**config.mk**
```make
export PLATFORM = sky130hd
export DESIGN_NAME = karatsuba_mul_acc
export DESIGN_NICKNAME = d
export VERILOG_FILES = /design/src/rtl/karatsuba_mul_acc.sv
export SDC_FILE = /design/constraint.sdc
export NUM_CORES = 1
export LEC_CHECK = 0
export BUFFER_PORTS_ARGS = -buffer_cell sky130_fd_sc_hd__buf_4
export CORE_MARGIN = 2
export CORE_UTILIZATION = 56
export DETAILED_ROUTE_END_ITERATION = 6
export PLACE_DENSITY = 0.82
export RECOVER_POWER = 25
export SYNTH_ARGS = -nofsm -noshare
export SYNTH_HDL_FRONTEND = slang
export SYNTH_SLANG_ARGS = --single-unit
export TNS_END_PERCENT = 1
```
**constraint.sdc**
```tcl
create_clock -name clk -period 4 [get_ports clk]
set_clock_uncertainty 0.2 [all_clocks]
set_input_delay 0.4 -clock clk [delete_from_list [all_inputs] [get_ports clk]]
set_output_delay 0.4 -clock clk [all_outputs]
set_load 0.01 [all_outputs]
```
**src/rtl/karatsuba_mul_acc.sv**
```systemverilog
// Frame accumulator for Karatsuba multiplier products: sums FRAME_LEN products, then holds the result until it is consumed.
// Define KARATSUBA_ACC_SAT_EN to clamp at the accumulator maximum with a sticky sat_flag; otherwise the sum wraps.
module karatsuba_mul_acc #(
   parameter int n         = 64,
   parameter int ACC_W     = 72,
   parameter int FRAME_LEN = 16
) (
   input  logic             clk,
   input  logic             rst,
   input  logic             clr,
   input  logic [n-1:0]     prod,
   input  logic             prod_valid,
   output logic             prod_ready,
   output logic [ACC_W-1:0] acc_out,
   output logic             out_valid,
   input  logic             out_ready,
   output logic [7:0]       frame_cnt,
   output logic             sat_flag
);

   typedef enum logic {ACC, HOLD} state_t;

   state_t           state;
   logic [ACC_W-1:0] acc;
   logic [7:0]       cnt;
   logic             rdy;
   logic             vld;
   logic [ACC_W-1:0] prod_ext;
   logic             accept;
   logic             last;

`ifdef KARATSUBA_ACC_SAT_EN
   logic             sat;
   logic [ACC_W:0]   sum;

   always_comb begin
      sum = {1'b0, acc} + {1'b0, prod_ext};
   end

   assign sat_flag = sat;
`else
   logic [ACC_W-1:0] sum;

   always_comb begin
      sum = acc + prod_ext;
   end

   assign sat_flag = 1'b0;
`endif

   always_comb begin
      prod_ext         = '0;
      prod_ext[n-1:0]  = prod;
   end

   assign accept = prod_valid && rdy && !clr;
   assign last   = (cnt == 8'(FRAME_LEN - 1));

   // rst and clr share one abort path; rst simply wins by sitting in the same branch.
   always_ff @(posedge clk) begin
      if (rst || clr) begin
         state <= ACC;
         acc   <= '0;
         cnt   <= '0;
         rdy   <= 1'b1;
         vld   <= 1'b0;
`ifdef KARATSUBA_ACC_SAT_EN
         sat   <= 1'b0;
`endif
      end else if (state == ACC) begin
         if (accept) begin
`ifdef KARATSUBA_ACC_SAT_EN
            // Once clamped, acc stays at max: any further nonzero product overflows again.
            if (sum[ACC_W]) begin
               acc <= '1;
               sat <= 1'b1;
            end else begin
               acc <= sum[ACC_W-1:0];
            end
`else
            acc <= sum;
`endif
            cnt <= cnt + 8'd1;
            if (last) begin
               state <= HOLD;
               rdy   <= 1'b0;
               vld   <= 1'b1;
            end
         end
      end else begin
         if (out_ready) begin
            state <= ACC;
            acc   <= '0;
            cnt   <= '0;
            rdy   <= 1'b1;
            vld   <= 1'b0;
`ifdef KARATSUBA_ACC_SAT_EN
            sat   <= 1'b0;
`endif
         end
      end
   end

   assign prod_ready = rdy;
   assign out_valid  = vld;
   assign acc_out    = acc;
   assign frame_cnt  = cnt;

endmodule

```
==> impl_metrics.tcl, run 1 <==
set metrics [dict create \
    crit_path_start_kind "register" \
    synthArstFlopShare_pct 0 \
    diodes 0 \
    synthFlopType "dfxtp_1" \
    cts_tree "yes" \
    final_cells 1220 \
    ctsHoldBuffers 0 \
    clk_path_buf_depth 2 \
    synth-edff-count 0 \
    critPathMaxStageDelay_ps 660 \
    synth.largest_area_cell "dfxtp_1" \
    ant_nets 0 \
    cp_top_family "simple AND/OR/NAND/NOR gates" \
    drv_cap 0 \
    r2r-start "acc_out[20]" \
    synth_cells 928 \
    worstPathRequired_ps 4020 \
    ys_top_cells_by_area "dfxtp_1, ha_1, o21ai_0" \
    syn_area_per_cell_um2 7.52 \
    fin_crit_sh_pct 88.7 \
    fin_setup_tns_ps 0 \
    die_x_um 116 \
    arrival_ps 3570 \
    grt_pass1_vias 6574 \
    max_clock_freq_mhz 282 \
    hold_viol 0 \
    netlist_top_cells_count "nand2_1, dfxtp_1, o21ai_0, nor2_1, a21oi_1" \
    grt_max_degree 35 \
    drt_iter0_markers 500 \
    postCtsResizedCells 0 \
    fin_crit_ps 3550 \
    boundaryPins 152 \
    min_from "clr" \
    post-dp-hpwl_um 14800 \
    grt_util_all_layers_pct 28.7 \
    seq_area_frac_synth_pct 23.8 \
    numCtsBuffers 9 \
    synth_most_common_cell "nand2_1" \
    synth_warnings 0 \
    cts_setup_buffers 0 \
    die_area_um2 13400 \
    critPathBufInv 0 \
    end_kind "register" \
    via_per_inst 6.05 \
    netlist_area_um2 6980 \
    num_vias 7378 \
    crit_path_top_delay_cell "or4b_2" \
    drv_slew 0 \
    min_path_type "primary input to register" \
    clockRootBuffer "clkbuf_16" \
    startpoint "acc_out[20]" \
    place_ws_ps 318 \
    layout-drive-gt1-share_pct 14.4 \
    critical_path_class "register to register" \
    rsz0062_at_grt "no" \
    p_leak_nw 3.73 \
    wl_per_cell_um 15.9 \
    path_clk_slew_ps 60 \
    rows 40 \
    hold_slack_ps 210 \
    slew_headroom_pct 53.2 \
    setup_viol_count_final 0 \
    nets 1182 \
    port_buffers 150 \
    die-height_um 116 \
    syn_nets 1063 \
    core_area_um2 12100 \
    worst_pin_slew_ps 691 \
    numClockSinks 83 \
    status "complete, no violations" \
    dp_cells 1204 \
    yosysTopAreaCellShare_pct 23.8 \
    overflow 0 \
    crit_chain "ha_1, a21oi_1, o21ai_0, or4b_2, nor3_1, nor4b_1, nor3_1, o21bai_1, xnor2_1, o21ai_0" \
    max-vdd-ir-drop_mv 0.330 \
    worst-path-max-fanout 8 \
    grt_pass1_wl_um 31000 \
    antenna_found_initial 0 \
    postLayoutCoreUtil_pct 69.5 \
    insertion_delay_ps 350 \
    firstDrtPassIters 6 \
    syn_to_final_growth_pct 20.2 \
    routed_wirelength_um 19400 \
    ys_seq_elements 83 \
    start_util_pct 57.8 \
    gp_congestion 0.997 \
    ys_types 69 \
    setup_slack_ps 451 \
    htreeDepth 3 \
    post-route-drc-count 0 \
    powerDensity_nw_per_um2 276 \
]
[stage by stage]
stage	cell area [µm²]	power (mW)
finish	8380	2.31
global route	8380	2.41
CTS	8540	2.33
detailed placement	8200	1.36
global placement	8200	1.36
floorplan	6980	1.20
[metal layers]
layer | global-route usage, % | share of wire, % | vias to the layer above
met1 | 37.3 | 44 | 3408
met3 | 6.75 | 8.1 | 33
li1 | - | - | 3652
met2 | 47.4 | 46 | 285
met4 | 8.89 | 2.0 | 0
met5 | 0 | 0 | -
[worst paths after layout]
kind,slack [ps],to,cells past startpoint
setup / recovery,450,acc_out[49],10
hold / removal,210,state,4
setup reg to reg,450,acc_out[49],10
hold reg to reg,270,acc_out[59],2
[logic make-up after synthesis]
kind of cell,Yosys count,share of synthesized area (%)
compound gates,332,31.2
xor+xnor,58,7.28
fa+ha+maj,66,11.9
buf+inv,73,4.00
flops,83,23.8
mux,4,0.574
other cells,1,0.0538
simple gates,311,21.1
[report_power, final]
| part | switching, mW | total [mW] | internal, mW |
|---|---|---|---|
| logic | 0.277 | 0.482 | 0.205 |
| registers | 0.0157 | 0.860 | 0.845 |
| clock network | 0.358 | 0.970 | 0.611 |
[registers in the layout, indices dropped and copies added, names as in the netlist]
name        cells
acc_out        72
frame_cnt       8
out_valid       1
prod_ready      1
state           1
[layout by cell type, fill, tap and decap left out, types with 8 or more instances in the layout]
cell type,netlist,layout
clkbuf_16,0,9
nand2_1,108,108
or3_1,9,9
a211oi_1,10,10
nor4_1,8,8
a22oi_1,23,23
nand4_1,26,26
nand2b_1,8,8
buf_4,1,118
ha_1,65,65
o21ai_0,83,83
a21oi_1,75,74
o21bai_1,12,12
xnor2_1,32,32
nor2_1,80,79
nand3_1,16,16
xor2_1,26,26
a21o_1,43,43
dfxtp_1,83,83
nor3_1,15,14
a31oi_1,11,11
and3_1,9,9
clkbuf_1,48,42
o21a_1,15,15
inv_1,22,22
[worst reg2reg max path, delay by kind of cell, from the launching register on]
kind	cells	cell delay (ps)
AOI/OAI and AO/OA	4	620
DFF	1	340
and+or+nand+nor	4	1720
adders and majority gates	1	400
xor gates and xnor gates	1	150
[area by class of cell]
type                       count  area (µm²)
clock buffer                  10         229
clock inverter                 6         114
fill                        1094        3680
inverter                      22        82.6
multi-input combinational    772        5050
sequential                    83        1660
tap                          168         210
timing repair buffer         159        1040
(Power assumes the default switching activity.)
==> inputs of run 2 (changes only) <==
- CELL_PAD_IN_SITES_DETAIL_PLACEMENT: not set -> 1
- CELL_PAD_IN_SITES_GLOBAL_PLACEMENT: not set -> 1
- CORE_UTILIZATION: 56 -> 40
- PLACE_DENSITY: 0.82 -> 0.81
- RECOVER_POWER: 25 -> not set
==> run 2 against run 1 <==
  * Non-clock buffer count up 8
  * Hold slack worse by 10 ps
  * Flip-flop and latch count unchanged
  * First-iteration DRC count down 43%
  * Clock-buffer cell count unchanged
  * Fmax down 4.1%
  * Critical path depth unchanged
  * Register-to-register slack worse by 150 ps
  * Largest power group unchanged
==> impl_metrics.tcl, run 2 (synthesis gave the netlist of run 1 again) <==
set metrics [dict create \
    nFillCells 2186 \
    rsz0062_at_grt "no" \
    grt_max_degree 38 \
    reg2reg_to "acc_out[53]" \
    antenna_found_initial 0 \
    powerDensity_nw_per_um2 261 \
    arrival_ps 3770 \
    boundaryPins 152 \
    via_per_inst 5.75 \
    numCtsBuffers 9 \
    grt_pass1_vias 7523 \
    gp_congestion 0.866 \
    crit_path_start_kind "register" \
    critical_path_class "register to register" \
    die-height_um 136 \
    hold_slack_ps 200 \
    min_from "clr" \
    stdcell_area_um2 8630 \
    r2r-start "acc_out[20]" \
    drv_cap 0 \
    insertion_delay_ps 350 \
    routed_wirelength_um 22700 \
    layout-drive-gt1-share_pct 19.0 \
    diodes 0 \
    clk_path_buf_depth 2 \
    final_common_cell "buf_4" \
    port_buffers 150 \
    post-route-drc-count 0 \
    fin_setup_tns_ps 0 \
    overflow 0 \
    worst_pin_slew_ps 833 \
    rrSetupSlack_ps 300 \
    nets 1190 \
    ctsHoldBuffers 0 \
    fin_crit_ps 3700 \
    p_leak_nw 3.93 \
    postCtsResizedCells 0 \
    status "complete, no violations" \
    post-dp-hpwl_um 17900 \
    path_clk_slew_ps 70 \
    min_path_type "primary input to register" \
    clockRootBuffer "clkbuf_16" \
    drt_iter0_markers 285 \
    start_util_pct 40.6 \
    end_kind "register" \
    worst-path-max-fanout 8 \
    cts_setup_buffers 0 \
    final_cell_mix "buf_4, nand2_1, o21ai_0, dfxtp_1, nor2_1" \
    placed_area_um2 8330 \
    largest_reg_flops 72 \
    max_clock_freq_mhz 270 \
    max-vdd-ir-drop_mv 0.190 \
    drv_slew 0 \
    wl_per_cell_um 17.7 \
    ant_nets 0 \
    htreeDepth 3 \
    slew_headroom_pct 44.3 \
    core_area_um2 17200 \
    die_x_um 136 \
    grt_pass1_wl_um 37200 \
    grt_util_all_layers_pct 24.9 \
    die_area_um2 18500 \
    holdPathEnd "state" \
    firstDrtPassIters 4 \
    hold_viol 0 \
    setup_viol_count_final 0 \
    worstPathRequired_ps 4070 \
    hold-path-cell-count 4 \
    numClockSinks 83 \
    fin_crit_sh_pct 92.5 \
    r2r_cells 10 \
    syn_to_final_growth_pct 23.7 \
    cts_tree "yes" \
    num_vias 7392 \
    rows 48 \
]
-- run 2: worst max-delay path: stages, from the launching register on --
cell and delay, ps:
dfxtp_1 340, ha_1 390, a21oi_1 220, o21ai_0 150
or4b_2 660, nor3_1 390, nor4b_1 200, nor3_1 560
o21ai_1 170, xnor2_1 160, o21ai_0 190
-- run 2: final cells by class --
class | instances | area, µm² | area share [%]
Inverter | 22 | 82.6 | 0.957
Multi-Input combinational cell | 772 | 5050 | 58.5
Timing Repair Buffer | 167 | 1250 | 14.5
Sequential cell | 83 | 1660 | 19.3
Clock inverter | 6 | 72.6 | 0.841
Clock buffer | 10 | 229 | 2.65
Tap cell | 225 | 282 | 3.26
-- run 2: worst max-delay path by stage --
stage | cells past startpoint | to | slack (ps) | from
6_report | 10 | acc_out[53] | 300 | acc_out[20]
5_1_grt | 10 | acc_out[49] | 60 | acc_out[20]
3_5_place_dp | 11 | acc_out[49] | 170 | prod[20]
3_3_place_gp | 11 | acc_out[49] | 200 | prod[20]
2_1_floorplan | 10 | acc_out[68] | 940 | prod[10]
4_1_cts | 10 | acc_out[53] | 310 | acc_out[20]
-- run 2: metrics by stage --
step / std cells / setup slack (ps) / utilization (%) / total power [mW]
detailed placement: 1269 / 171 / 48.5 / 1.38
floorplan: 928 / 945 / - / 1.20
finish: 1285 / 299 / 50.2 / 2.25
global route: 1285 / 61.2 / 50.2 / 2.35
global placement: 1269 / 198 / 48.5 / 1.37
CTS: 1285 / 307 / 50.2 / 2.27
-- run 2: power breakdown --
group,total [mW],internal (mW),leakage (nW),switching (mW)
Sequential,0.860,0.844,0.672,0.0165
Combinational,0.507,0.217,3.11,0.290
Clock,0.885,0.492,0.144,0.394
Total,2.25,1.55,3.93,0.700
-- run 2: routing by layer --
layer	share of wire [%]	track usage, %
met5	0	0
met2	48	43.2
met1	45	31.6
met3	5.3	4.36
met4	1.5	7.12
==> inputs of run 3 (changes only) <==
- CELL_PAD_IN_SITES_DETAIL_PLACEMENT: 1 -> not set
- CELL_PAD_IN_SITES_GLOBAL_PLACEMENT: 1 -> not set
- CORE_UTILIZATION: 40 -> 45
- PLACE_DENSITY: 0.81 -> 0.68
==> run 3 against run 2 <==
  * Largest power group unchanged
  * Cell count down 3.4%
  * First-iteration DRC count up 53%
  * Sequential share of layout area up 0.076 points
  * Critical path depth unchanged
  * Die area down 11%
  * Fmax up 4.3%
  * Final area down 0.39%
  * Largest cell class unchanged
  * Critical path type unchanged
  * Core utilization up 6.3 points
  * Sequential power about the same
  * Setup slack better by 150 ps
==> impl_metrics.tcl, run 3 (synthesis gave the netlist of run 1 again) <==
set metrics [dict create \
    num_vias 7176 \
    fin_crit_sh_pct 88.7 \
    reg2reg_to "acc_out[49]" \
    total_power_mw 2.40 \
    boundaryPins 152 \
    multi_input_area_um2 5050 \
    via_per_inst 5.78 \
    drv_slew 0 \
    seq_power_share_pct 35.9 \
    p_int_mw 1.73 \
    diodes 0 \
    post-route-drc-count 0 \
    fin_crit_ps 3550 \
    insertion_delay_ps 350 \
    final_common_cell "buf_4" \
    drv_cap 0 \
    numClockSinks 83 \
    cts_tree "yes" \
    wl_per_cell_um 16.2 \
    p_comb_share_pct 20.4 \
    postCtsResizedCells 0 \
    min_path_type "primary input to register" \
    worstPathRequired_ps 4080 \
    die_x_um 129 \
    arrival_ps 3630 \
    start_util_pct 45.9 \
    grt_pass1_vias 6570 \
    rows 45 \
    layout-drive-gt1-share_pct 18.4 \
    crit_path_end "acc_out[49]" \
    regArea_um2 1660 \
    worst-path-max-fanout 8 \
    max-vdd-ir-drop_mv 0.191 \
    end_kind "register" \
    nets 1183 \
    r2r-start "acc_out[18]" \
    power_switching_mw 0.663 \
    powerDensity_nw_per_um2 279 \
    clockPowerShare_pct 43.7 \
    setup_slack_ps 451 \
    post-dp-hpwl_um 15400 \
    rsz0062_at_grt "no" \
    crit_path_start_kind "register" \
    antenna_found_initial 0 \
    cts_setup_buffers 0 \
    die_area_um2 16500 \
    routed_wirelength_um 20100 \
    fin_setup_tns_ps 0 \
    startpoint "acc_out[18]" \
    ant_nets 0 \
    largest_reg_flops 72 \
    ctsHoldBuffers 0 \
    hold_slack_ps 194 \
    firstDrtPassIters 6 \
    critical_path_class "register to register" \
    clk_path_buf_depth 2 \
    swShare_pct 27.7 \
    slew_headroom_pct 51.9 \
    gp_congestion 0.896 \
    numCtsBuffers 9 \
    drt_iter0_markers 437 \
    path_clk_slew_ps 70 \
    syn_to_final_growth_pct 23.2 \
    grt_pass1_wl_um 32400 \
    max_clock_freq_mhz 282 \
    worst_pin_slew_ps 711 \
    grt_max_degree 38 \
    place_ws_ps 327 \
    nFillCells 1488 \
    final_cell_mix "buf_4, nand2_1, o21ai_0, dfxtp_1, nor2_1" \
    r2r_cells 10 \
    clockRootBuffer "clkbuf_16" \
    setup_viol_count_final 0 \
    grt_util_all_layers_pct 24.1 \
    die-height_um 129 \
    core_area_um2 15200 \
    min_from "clr" \
    htreeDepth 3 \
    p_leak_nw 3.93 \
    port_buffers 150 \
    status "complete, no violations" \
    overflow 0 \
    rrSetupSlack_ps 450 \
    hold_viol 0 \
]
[run 3: cell types whose count changed in the layout (fill, tap and decap cells not counted), sizes merged]
cell,delta
inv,-2
bufinv,+3
buf,-7
clkinvlp,-1
[run 3: how the worst min path moves through the flow]
stage,end,slack [ps],depth (start not counted)
after floorplan,acc_out[59],280,2
after global placement,acc_out[59],250,2
after detailed placement,acc_out[59],260,2
after CTS,state,180,4
after global routing,acc_out[0],250,4
final,state,190,4
[run 3: power by group through the flow]
stage / sequential, mW / clock, mW / combinational, mW
after floorplan: 0.884 / 0 / 0.315
after global placement: 0.879 / 0 / 0.483
after detailed placement: 0.879 / 0 / 0.485
after CTS: 0.860 / 1.06 / 0.488
after global routing: 0.862 / 1.10 / 0.544
final: 0.860 / 1.05 / 0.489
[run 3: layout make-up]
class                      instances  area share [%]
multi-input combinational        772            58.7
sequential                        83            19.3
timing repair buffer             160            14.0
clock buffer                      10            2.66
inverter                          22           0.961
tap                              188            2.74
clock inverter                     6            1.60
[run 3: critical path: stages (launching register included)]
cell	delay [ps]
dfxtp_1	330
ha_1	390
a21oi_1	220
o21ai_0	140
or4b_2	650
nor3_1	370
nor4b_1	190
nor3_1	540
o21bai_1	180
xnor2_1	140
o21ai_0	120
[run 3: through the flow]
step           area (µm²)  instances  utilization (%)
3_3_place_gp         8230       1225             54.1
2_1_floorplan        6980        928                -
3_5_place_dp         8230       1225             54.1
5_1_grt              8590       1241             56.5
4_1_cts              8590       1241             56.5
6_report             8590       1241             56.5
[run 3: layer usage]
metal | wire [µm] | part of all wire (%) | GRT usage, % | vias to the layer above
li1 | - | - | - | 3656
met1 | 9150 | 46 | 32.0 | 3294
met2 | 9210 | 46 | 40.1 | 202
met3 | 1360 | 6.8 | 4.78 | 24
met4 | 350 | 1.7 | 6.91 | 0
met5 | 0 | 0 | 0 | -
